## src/rtl/tm_input_pkg.sv

```systemverilog
// Shared types and default timing for the TuringMachine input sequencer.
// Optional auto-repeat is enabled with TM_INPUT_AUTO_REPEAT_EN (see tm_input_sequencer).
package tm_input_pkg;

    typedef enum logic [1:0] {IDLE, SETUP, PULSE, HOLD} seq_state_t;
    typedef enum logic {KIND_NEXT, KIND_DONE} seq_kind_t;

    localparam int unsigned DEF_DATA_W          = 6;
    localparam int unsigned DEF_DEBOUNCE_CYCLES = 50000;
    localparam int unsigned DEF_SETUP_CYCLES    = 3;
    localparam int unsigned DEF_PULSE_CYCLES    = 2;
    localparam int unsigned DEF_GAP_CYCLES      = 2;
    localparam int unsigned DEF_REPEAT_CYCLES   = 1000000;

    function automatic int unsigned max4(input int unsigned a, input int unsigned b,
                                         input int unsigned c, input int unsigned d);
        int unsigned m;
        m = a;
        if (b > m) m = b;
        if (c > m) m = c;
        if (d > m) m = d;
        return m;
    endfunction

endpackage

```

## src/rtl/tm_input_sequencer_btn_debounce.sv

```systemverilog
// Button conditioner: 2-flop synchroniser, stability counter and rising-edge press strobe.
module btn_debounce #(
    parameter int unsigned DEBOUNCE_CYCLES = 50000
) (
    input  logic clock,
    input  logic reset,
    input  logic raw,
    output logic level,
    output logic press
);

    localparam int unsigned CNT_W = $clog2(DEBOUNCE_CYCLES > 1 ? DEBOUNCE_CYCLES : 2);

    logic             sync_meta;
    logic             sync_lvl;
    logic [CNT_W-1:0] cnt;

    always_ff @(posedge clock) begin
        if (reset) begin
            sync_meta <= 1'b0;
            sync_lvl  <= 1'b0;
            level     <= 1'b0;
            press     <= 1'b0;
            cnt       <= '0;
        end else begin
            sync_meta <= raw;
            sync_lvl  <= sync_meta;
            press     <= 1'b0;
            if (sync_lvl != level) begin
                // Flip on the last differing cycle; press fires only for a 0->1 flip.
                if (cnt == CNT_W'(DEBOUNCE_CYCLES - 1)) begin
                    level <= sync_lvl;
                    press <= sync_lvl;
                    cnt   <= '0;
                end else begin
                    cnt <= cnt + CNT_W'(1);
                end
            end else begin
                cnt <= '0;
            end
        end
    end

endmodule

```

## src/rtl/tm_input_sequencer.sv

```systemverilog
// Front-end turning switches and Next/Done buttons into setup/pulse/gap timed core transactions.
// Define TM_INPUT_AUTO_REPEAT_EN to make a held Next button re-trigger every REPEAT_CYCLES.
module tm_input_sequencer
    import tm_input_pkg::*;
#(
    parameter int unsigned DATA_W          = DEF_DATA_W,
    parameter int unsigned DEBOUNCE_CYCLES = DEF_DEBOUNCE_CYCLES,
    parameter int unsigned SETUP_CYCLES    = DEF_SETUP_CYCLES,
    parameter int unsigned PULSE_CYCLES    = DEF_PULSE_CYCLES,
    parameter int unsigned GAP_CYCLES      = DEF_GAP_CYCLES,
    parameter int unsigned REPEAT_CYCLES   = DEF_REPEAT_CYCLES
) (
    input  logic              clock,
    input  logic              reset,
    input  logic [DATA_W-1:0] sw_data,
    input  logic              btn_next,
    input  logic              btn_done,
    output logic [DATA_W-1:0] input_data,
    output logic              Next,
    output logic              Done,
    output logic              busy,
    output logic [1:0]        pend_out
);

    localparam int unsigned PH_MAX = max4(SETUP_CYCLES, PULSE_CYCLES, GAP_CYCLES, REPEAT_CYCLES);
    localparam int unsigned PH_W   = $clog2(PH_MAX + 1);

    logic [DATA_W-1:0] sw_meta;
    logic [DATA_W-1:0] sw_sync;

    logic next_level, next_press;
    logic done_level, done_press;
    logic next_pend, done_pend;
    logic rep_fire;

    seq_state_t state, state_d;
    seq_kind_t  kind, kind_d;
    logic [PH_W-1:0] ph, ph_d;
    logic load_data, clr_next, clr_done;

    btn_debounce #(.DEBOUNCE_CYCLES(DEBOUNCE_CYCLES)) u_deb_next (
        .clock (clock),
        .reset (reset),
        .raw   (btn_next),
        .level (next_level),
        .press (next_press)
    );

    btn_debounce #(.DEBOUNCE_CYCLES(DEBOUNCE_CYCLES)) u_deb_done (
        .clock (clock),
        .reset (reset),
        .raw   (btn_done),
        .level (done_level),
        .press (done_press)
    );

`ifdef TM_INPUT_AUTO_REPEAT_EN
    localparam int unsigned RPT_W = $clog2(REPEAT_CYCLES > 1 ? REPEAT_CYCLES : 2);

    logic [RPT_W-1:0] rpt_cnt;
    logic             unused_level;

    assign unused_level = done_level;
    assign rep_fire     = next_level && !next_press && (rpt_cnt == RPT_W'(REPEAT_CYCLES - 1));

    // Phase of the repeat is anchored to the initial press strobe.
    always_ff @(posedge clock) begin
        if (reset || !next_level || next_press || rep_fire) begin
            rpt_cnt <= '0;
        end else begin
            rpt_cnt <= rpt_cnt + RPT_W'(1);
        end
    end
`else
    logic unused_level;

    assign unused_level = next_level ^ done_level;
    assign rep_fire     = 1'b0;
`endif

    always_comb begin
        state_d   = state;
        kind_d    = kind;
        ph_d      = ph;
        load_data = 1'b0;
        clr_next  = 1'b0;
        clr_done  = 1'b0;
        case (state)
            IDLE: begin
                if (done_pend) begin
                    state_d   = SETUP;
                    kind_d    = KIND_DONE;
                    ph_d      = PH_W'(SETUP_CYCLES - 1);
                    load_data = 1'b1;
                    clr_done  = 1'b1;
                end else if (next_pend) begin
                    state_d   = SETUP;
                    kind_d    = KIND_NEXT;
                    ph_d      = PH_W'(SETUP_CYCLES - 1);
                    load_data = 1'b1;
                    clr_next  = 1'b1;
                end
            end
            SETUP: begin
                if (ph == '0) begin
                    state_d = PULSE;
                    ph_d    = PH_W'(PULSE_CYCLES - 1);
                end else begin
                    ph_d = ph - PH_W'(1);
                end
            end
            PULSE: begin
                if (ph == '0) begin
                    state_d = HOLD;
                    ph_d    = PH_W'(GAP_CYCLES - 1);
                end else begin
                    ph_d = ph - PH_W'(1);
                end
            end
            HOLD: begin
                if (ph == '0) begin
                    state_d = IDLE;
                    ph_d    = '0;
                end else begin
                    ph_d = ph - PH_W'(1);
                end
            end
            default: begin
                state_d = IDLE;
                ph_d    = '0;
            end
        endcase
    end

    always_ff @(posedge clock) begin
        if (reset) begin
            state      <= IDLE;
            kind       <= KIND_NEXT;
            ph         <= '0;
            sw_meta    <= '0;
            sw_sync    <= '0;
            input_data <= '0;
            Next       <= 1'b0;
            Done       <= 1'b0;
            busy       <= 1'b0;
            next_pend  <= 1'b0;
            done_pend  <= 1'b0;
        end else begin
            sw_meta <= sw_data;
            sw_sync <= sw_meta;
            state   <= state_d;
            kind    <= kind_d;
            ph      <= ph_d;
            if (load_data) begin
                input_data <= sw_sync;
            end
            // Outputs decode the next state so they stay glitch-free registers aligned with it.
            Next <= (state_d == PULSE) && (kind_d == KIND_NEXT);
            Done <= (state_d == PULSE) && (kind_d == KIND_DONE);
            busy <= (state_d != IDLE);
            // A press arriving while a flag is set (including its clear cycle) is dropped.
            next_pend <= clr_next ? 1'b0 : (next_pend | next_press | rep_fire);
            done_pend <= clr_done ? 1'b0 : (done_pend | done_press);
        end
    end

    assign pend_out = {done_pend, next_pend};

endmodule

```

## config.mk

```make
export PLATFORM = sky130hd
export DESIGN_NAME = tm_input_sequencer
export DESIGN_NICKNAME = d
export VERILOG_FILES = /design/src/rtl/tm_input_pkg.sv /design/src/rtl/tm_input_sequencer_btn_debounce.sv /design/src/rtl/tm_input_sequencer.sv
export SDC_FILE = /design/constraint.sdc
export NUM_CORES = 1
export LEC_CHECK = 0
export ABC_CLOCK_PERIOD_IN_PS = 2500
export CORE_MARGIN = 2
export CORE_UTILIZATION = 59
export DETAILED_ROUTE_END_ITERATION = 6
export PLACE_DENSITY = 0.8
export SLEW_MARGIN = 20
export SYNTH_ARGS = -nofsm -noshare
export SYNTH_HDL_FRONTEND = slang
export SYNTH_HIERARCHICAL = 1
export SYNTH_SLANG_ARGS = --single-unit
```

## constraint.sdc

```tcl
create_clock -name clock -period 2.5 [get_ports clock]
set_input_delay 0.625 -clock clock [delete_from_list [all_inputs] [get_ports clock]]
set_output_delay 0.625 -clock clock [all_outputs]
set_load 0.005 [all_outputs]
```

== Yosys cells after proc, flatten, opt, wreduce, memory -nomap -nowiden ==
Index checks and enable logic that the tools add are counted.

* Flip-flop bits (word level): 86
* Latch bits: 0
* Memory bits (writable): 0
* Memory bits (read-only): 0
* Bits of input ports: 10
* Output and inout port bits: 11
* Memories kept: 0

* Add/subtract/negate cells: 3
* $mul: 0
* Div/mod/pow operators: 0
* Order comparisons: 0
* Equality and inequality tests: 9
* Shifts and indexed selects: 0
* Multiplexer cells: 21
* Bitwise gates (word level): 7
* Reductions and logical operators: 14

{| class="wikitable"
|+ Operator list
! operator !! count
|-
| 2-to-1 mux 20 bit || 4
|-
| one-hot mux 20 bit (3 select lines) || 1
|-
| adder 16 x 1 -> 16 bit, second input constant || 2
|-
| equality test 16 bit, second input constant || 2
|-
| zero test 20 bit || 1
|-
| subtractor 20 x 1 -> 20 bit, second input constant || 1
|-
| OR reduction 3 bit || 4
|-
| 2-to-1 mux 1 bit || 10
|-
| 2-to-1 mux 2 bit || 5
|-
| one-hot mux 2 bit (4 select lines) || 1
|-
| equality test 2 bit, second input constant || 3
|-
| OR reduction 2 bit || 3
|-
| NOT 1 bit || 5
|-
| AND reduction 2 bit || 2
|-
| != test 3 bit, second input constant || 1
|-
| equality test 2 x 1 -> 1 bit, second input constant || 1
|-
| logical AND 1 bit || 2
|-
| zero test 2 bit || 1
|-
| != test 1 bit || 2
|-
| OR 1 bit || 2
|-
| nonzero test 2 bit || 1
|}

== Logic depth before layout (Yosys ltp) ==
* Depth in word-level cells: 5
* Gate-level depth with buffers: 9
* Mapped depth without buffers: 7

== Cells and area by module ==
The synthesis kept the hierarchy.

{| class="wikitable"
|+ Modules (own cells, without submodules)
! module !! times used !! cells an instance !! area each (um2) !! sequential area each (um2)
|-
| tm_input_sequencer || 1 || 230 || 2090.8 || 920.9
|-
| btn_debounce || 2 || 89 || 835.8 || 400.4
|}

== Worst setup path before layout ==
No wires, ideal clock.

* Path type: register -> register
* Start point: reg u_deb_done.cnt[10]
* End point: reg u_deb_done.cnt[13]
* Setup time: 0.115 ns
* Data arrival time: 1.655 ns
* Data required time: 2.385 ns
* Path slack: 0.730 ns
* Cell stages (with the launch flop): 6
* Path buffers: 1
* Clock period less this slack: 1.770 ns
* Path through: dfxtp_1 > or4b_1 > or4_4 > nand2_4 > buf_6 > nor2_1

* Cells in the longest elaborated chain, start to end: 2
* Elaborated cells on any way between the ends: 3
* Classes of those cells: add/sub: 1; eq/ne: 1; reduce/logical: 1

{| class="wikitable"
|+ RTL lines
! what !! line !! source
|-
| start, declared || tm_input_sequencer_btn_debounce.sv:16 || <nowiki>logic [CNT_W-1:0] cnt;</nowiki>
|-
| start signal, assigned || tm_input_sequencer_btn_debounce.sv:36 || <nowiki>cnt <= cnt + CNT_W'(1);</nowiki>
|-
| parallel branches: the longest is 2 deep, another holds adder 16 x 1 -> 16 bit || -- ||
|}

Parallel ways; which one is timed is not known.
A chain may end at the register's enable or synchronous reset.

== Worst setup path after layout ==
* Start point: reg next_pend
* End point: out pend_out[0]

{| class="wikitable"
|+ RTL lines
! what !! line !! source
|-
| start, declared || tm_input_sequencer.sv:33 || <nowiki>logic next_pend, done_pend;</nowiki>
|-
| start signal, assigned || tm_input_sequencer.sv:162 || <nowiki>next_pend <= clr_next ? 1'b0 : (next_pend | next_press | rep_fire);</nowiki>
|-
| end, declared || tm_input_sequencer.sv:22 || <nowiki>output logic [1:0] pend_out</nowiki>
|}

No word-level cell between the ends.

==> impl_metrics.tcl <==
set metrics [dict create \
    num-fill-cells 494 \
    cts-resized-gates 0 \
    fin_worst_hold_slack_ps 441.2 \
    critical_path_peak_fanout 9 \
    report.power.total_mw 3.812 \
    drt_iter0_drc 112 \
    number_of_inserted_diodes 0 \
    critPathCaptureType "output port" \
    max_cap_viol 0 \
    post_synthesis_cell_count 408 \
    tightest_slew_ps 719.5 \
    wire_length_of_the_first_global_routing_pass_um 11720 \
    worstReg2RegEnd "ph[3]" \
    critical_path_buf_inv_count 1 \
    status "complete, no violations" \
    number_of_global_route_vias_before_repair 2678 \
    slew_violations 0 \
    grt_max_degree 23 \
    synth.ff_latch_count 86 \
    yosysTopAreaCellShare_pct 45.76 \
    layout-area-overhead-vs-synth_pct 11.87 \
    placedInstanceArea_um2 3980 \
    clock.fmax_mhz 486.4 \
    path_clk_slew_ps 90 \
    design_area_um2 4209 \
    hold_violations 0 \
    drt_pre_antenna_iters 4 \
    route.detailed.vias_per_inst 5.644 \
    holdCritPathClass "register to register" \
    synth_area_um2 3762 \
    rows 29 \
    synth-warning-count 6 \
    routed_wire_length_per_instance_um 13.13 \
    critical_path_depth 1 \
    cts-buffers-inserted 9 \
    die_w_um 83.86 \
    yosysTopAreaCell "dfxtp_1" \
    detail-route-antenna-nets 0 \
    fp.dieH_um 83.86 \
    seq_power_share_pct 40.5 \
    power.density_nw_per_um2 905.8 \
    ctsHoldBuffers 0 \
    dp_hpwl_um 4557 \
    initial_standard_cell_utilization_of_the_core_pct 60.28 \
    asyncSetResetFlopFracSynth_pct 0 \
    final_core_utilization_pct 67.44 \
    sw_frac_of_total_pct 33.83 \
    cts_max_path_buffers 2 \
    critical_path.slowest_cell "clkdlybuf4s50_1" \
    power.clock.fraction_pct 29.0 \
    global_routing_usage_summed_across_all_routing_layers_pct 20.27 \
    clk_latency_ps 370 \
    fp.coreArea_um2 6241 \
    synth.area.top_cells "dfxtp_1 46%, xnor2_1 6.8%, nor2_1 6.5%, ha_1 2.7%, nor2b_1 2.7%" \
    postSynthNetCount 426 \
    count_of_unique_library_cells_instantiated_by_yosys 58 \
    crit_start "next_pend" \
    globalRoute.totalOverflow 0 \
    clk_root_buffer_cell "clkbuf_8" \
    power.share.combinational_pct 30.5 \
    cell_chain_of_the_critical_path "clkdlybuf4s50_1" \
    cp.arrival_ps 1430 \
    final_period_minus_worst_setup_slack_ps 2056 \
    fin_ws_ps 444.2 \
    grt_setup_unrepaired "false" \
    fraction_of_layout_cells_with_a_size_suffix_above_1_pct 8.756 \
    clock_sinks 86 \
    number_of_antenna_violations_at_the_first_check_in_global_routing 0 \
    pre_cts_slack_ps 354.9 \
    worstReg2RegStart "ph[2]" \
    place.gp.congestion 0.8009 \
    finalSetupViolations 0 \
    die_area_um2 7032 \
    drt_wirelength_um 6708 \
    num-nets-final 447 \
    critical_path.endpoint "pend_out[0]" \
    instances_no_fill 511 \
    syn-mean-instance-area_um2 9.221 \
    reg2reg_depth 5 \
    cts_tree "done" \
    timing.setup.tns_ps 0 \
    fin_skew_ps 10.86 \
    clock_tree.htree_level_count 3 \
    critical_path_class "register to output port" \
    number_of_enable_flip_flop_cells_after_synthesis 0 \
    remaining_drc_errors 0 \
    placedCellCount 495 \
    vdd.ir_drop.worst_mv 0.5681 \
    top_level_ports 21 \
    synth_top_flop_cell "dfxtp_1" \
    cp_top_family "buffers and inverters" \
    p_int_mw 2.523 \
    rrSetupSlack_ps 540 \
    seq_area_frac_synth_pct 45.76 \
    leakagePower_nw 1.545 \
    net-switching-power_mw 1.290 \
    cp_data_required_time_ps 1880 \
    worst_path_largest_cell_delay_ps 570 \
    port-buffer-count 20 \
    min_period_over_period_pct 82.23 \
    post_cts.repair.setup_buffers 0 \
    worstSetupStartpointType "register" \
    tightest_slew_margin_relative_to_the_limit_pct 51.71 \
    detailroute.via_count 2884 \
]
-- state kept, by name, indices dropped and copies added, names as in the netlist --
| register | count |
|---|---|
| u_deb_done/press | 1 |
| Next | 1 |
| kind | 1 |
| ph | 20 |
| sw_meta | 6 |
| u_deb_next/sync_lvl | 1 |
| u_deb_done/sync_meta | 1 |
| sw_sync | 6 |
| busy | 1 |
| u_deb_next/cnt | 16 |
| u_deb_done/cnt | 16 |
| u_deb_next/press | 1 |
| u_deb_next/sync_meta | 1 |
| next_pend | 1 |
| u_deb_done/level | 1 |
| state | 2 |
| u_deb_next/level | 1 |
| input_data | 6 |
| Done | 1 |
| done_pend | 1 |
| u_deb_done/sync_lvl | 1 |
-- per-layer routing --
layer	GRT usage [%]	share of wire [%]
met3	3.858	3.2
met4	9.238	1.9
met2	32.87	47
met1	26.27	48
met5	0	0
-- cell type report --
class | instances | area [um2] | area share (%)
Clock buffer | 9 | 123.9 | 2.943
Inverter | 17 | 63.81 | 1.516
Multi-Input combinational cell | 289 | 1853 | 44.03
Timing Repair Buffer | 26 | 245.2 | 5.826
Clock inverter | 7 | 105.1 | 2.497
Tap cell | 77 | 96.34 | 2.289
Sequential cell | 86 | 1722 | 40.90
-- worst reg2reg max path: stages, from the launching register on --
cell and delay, ps:
dfxtp_1 380, nor3_4 290, nand3_2 180, o31ai_2 590
o21ai_0 190, a32o_1 230
-- worst min path at each step --
stage / cells past startpoint / start / to
final: 1 / u_deb_next/sync_meta / u_deb_next/sync_lvl
after global routing: 1 / sw_meta[2] / sw_sync[2]
after CTS: 1 / u_deb_next/sync_meta / u_deb_next/sync_lvl
after detailed placement: 1 / u_deb_next/sync_meta / u_deb_next/sync_lvl
after global placement: 1 / sw_meta[5] / sw_sync[5]
after floorplan: 1 / sw_meta[0] / sw_sync[0]
-- cell families after synthesis --
kind of cell,synth area share [%]
muxes,2.694
xor gates and xnor gates,7.449
DFF,45.76
buffers and inverters,4.988
and+or+nand+nor,27.24
AOI/OAI and AO/OA,9.212
adders and majority gates,2.661
-- placed cells by master, fill, tap and decap left out, types with 3 or more instances in the layout --
cell type | Yosys | routed
nor2_1 | 65 | 65
nand4b_1 | 3 | 3
mux2i_1 | 9 | 9
buf_4 | 4 | 6
nand3_1 | 19 | 19
clkbuf_8 | 0 | 9
a31oi_1 | 7 | 7
dfxtp_1 | 86 | 86
or4b_1 | 4 | 4
a21oi_1 | 12 | 12
nor2b_1 | 16 | 16
o31ai_1 | 3 | 3
nor4_1 | 10 | 10
or3_1 | 9 | 9
nand4_1 | 9 | 9
xor2_1 | 3 | 3
xnor2_1 | 29 | 29
clkdlybuf4s50_1 | 0 | 20
o21ai_0 | 8 | 8
and3_1 | 5 | 5
inv_1 | 17 | 17
nand2_1 | 19 | 19
nor3_1 | 9 | 9
ha_1 | 8 | 8
-- synthesized netlist by cell type, types with 3 or more instances --
master	number
buf_4	4
or4b_1	4
o21ai_0	8
dfxtp_1	86
nand3_1	19
nor4_1	10
mux2i_1	9
clkbuf_1	5
nand4b_1	3
nand2_1	19
o31ai_1	3
inv_1	17
and3_1	5
xnor2_1	29
nand4_1	9
xor2_1	3
or3_1	9
ha_1	8
buf_6	3
nor2_1	65
nor3_1	9
a31oi_1	7
a21oi_1	12
nor2b_1	16
-- power groups by stage --
stage | combinational (mW) | sequential (mW) | clock (mW)
floorplan | 0.950 | 1.56 | 0
global placement | 1.12 | 1.57 | 0
detailed placement | 1.15 | 1.58 | 0
CTS | 1.16 | 1.54 | 1.13
global route | 1.30 | 1.56 | 1.17
finish | 1.16 | 1.54 | 1.11
Power figures use the tool's default switching activity.
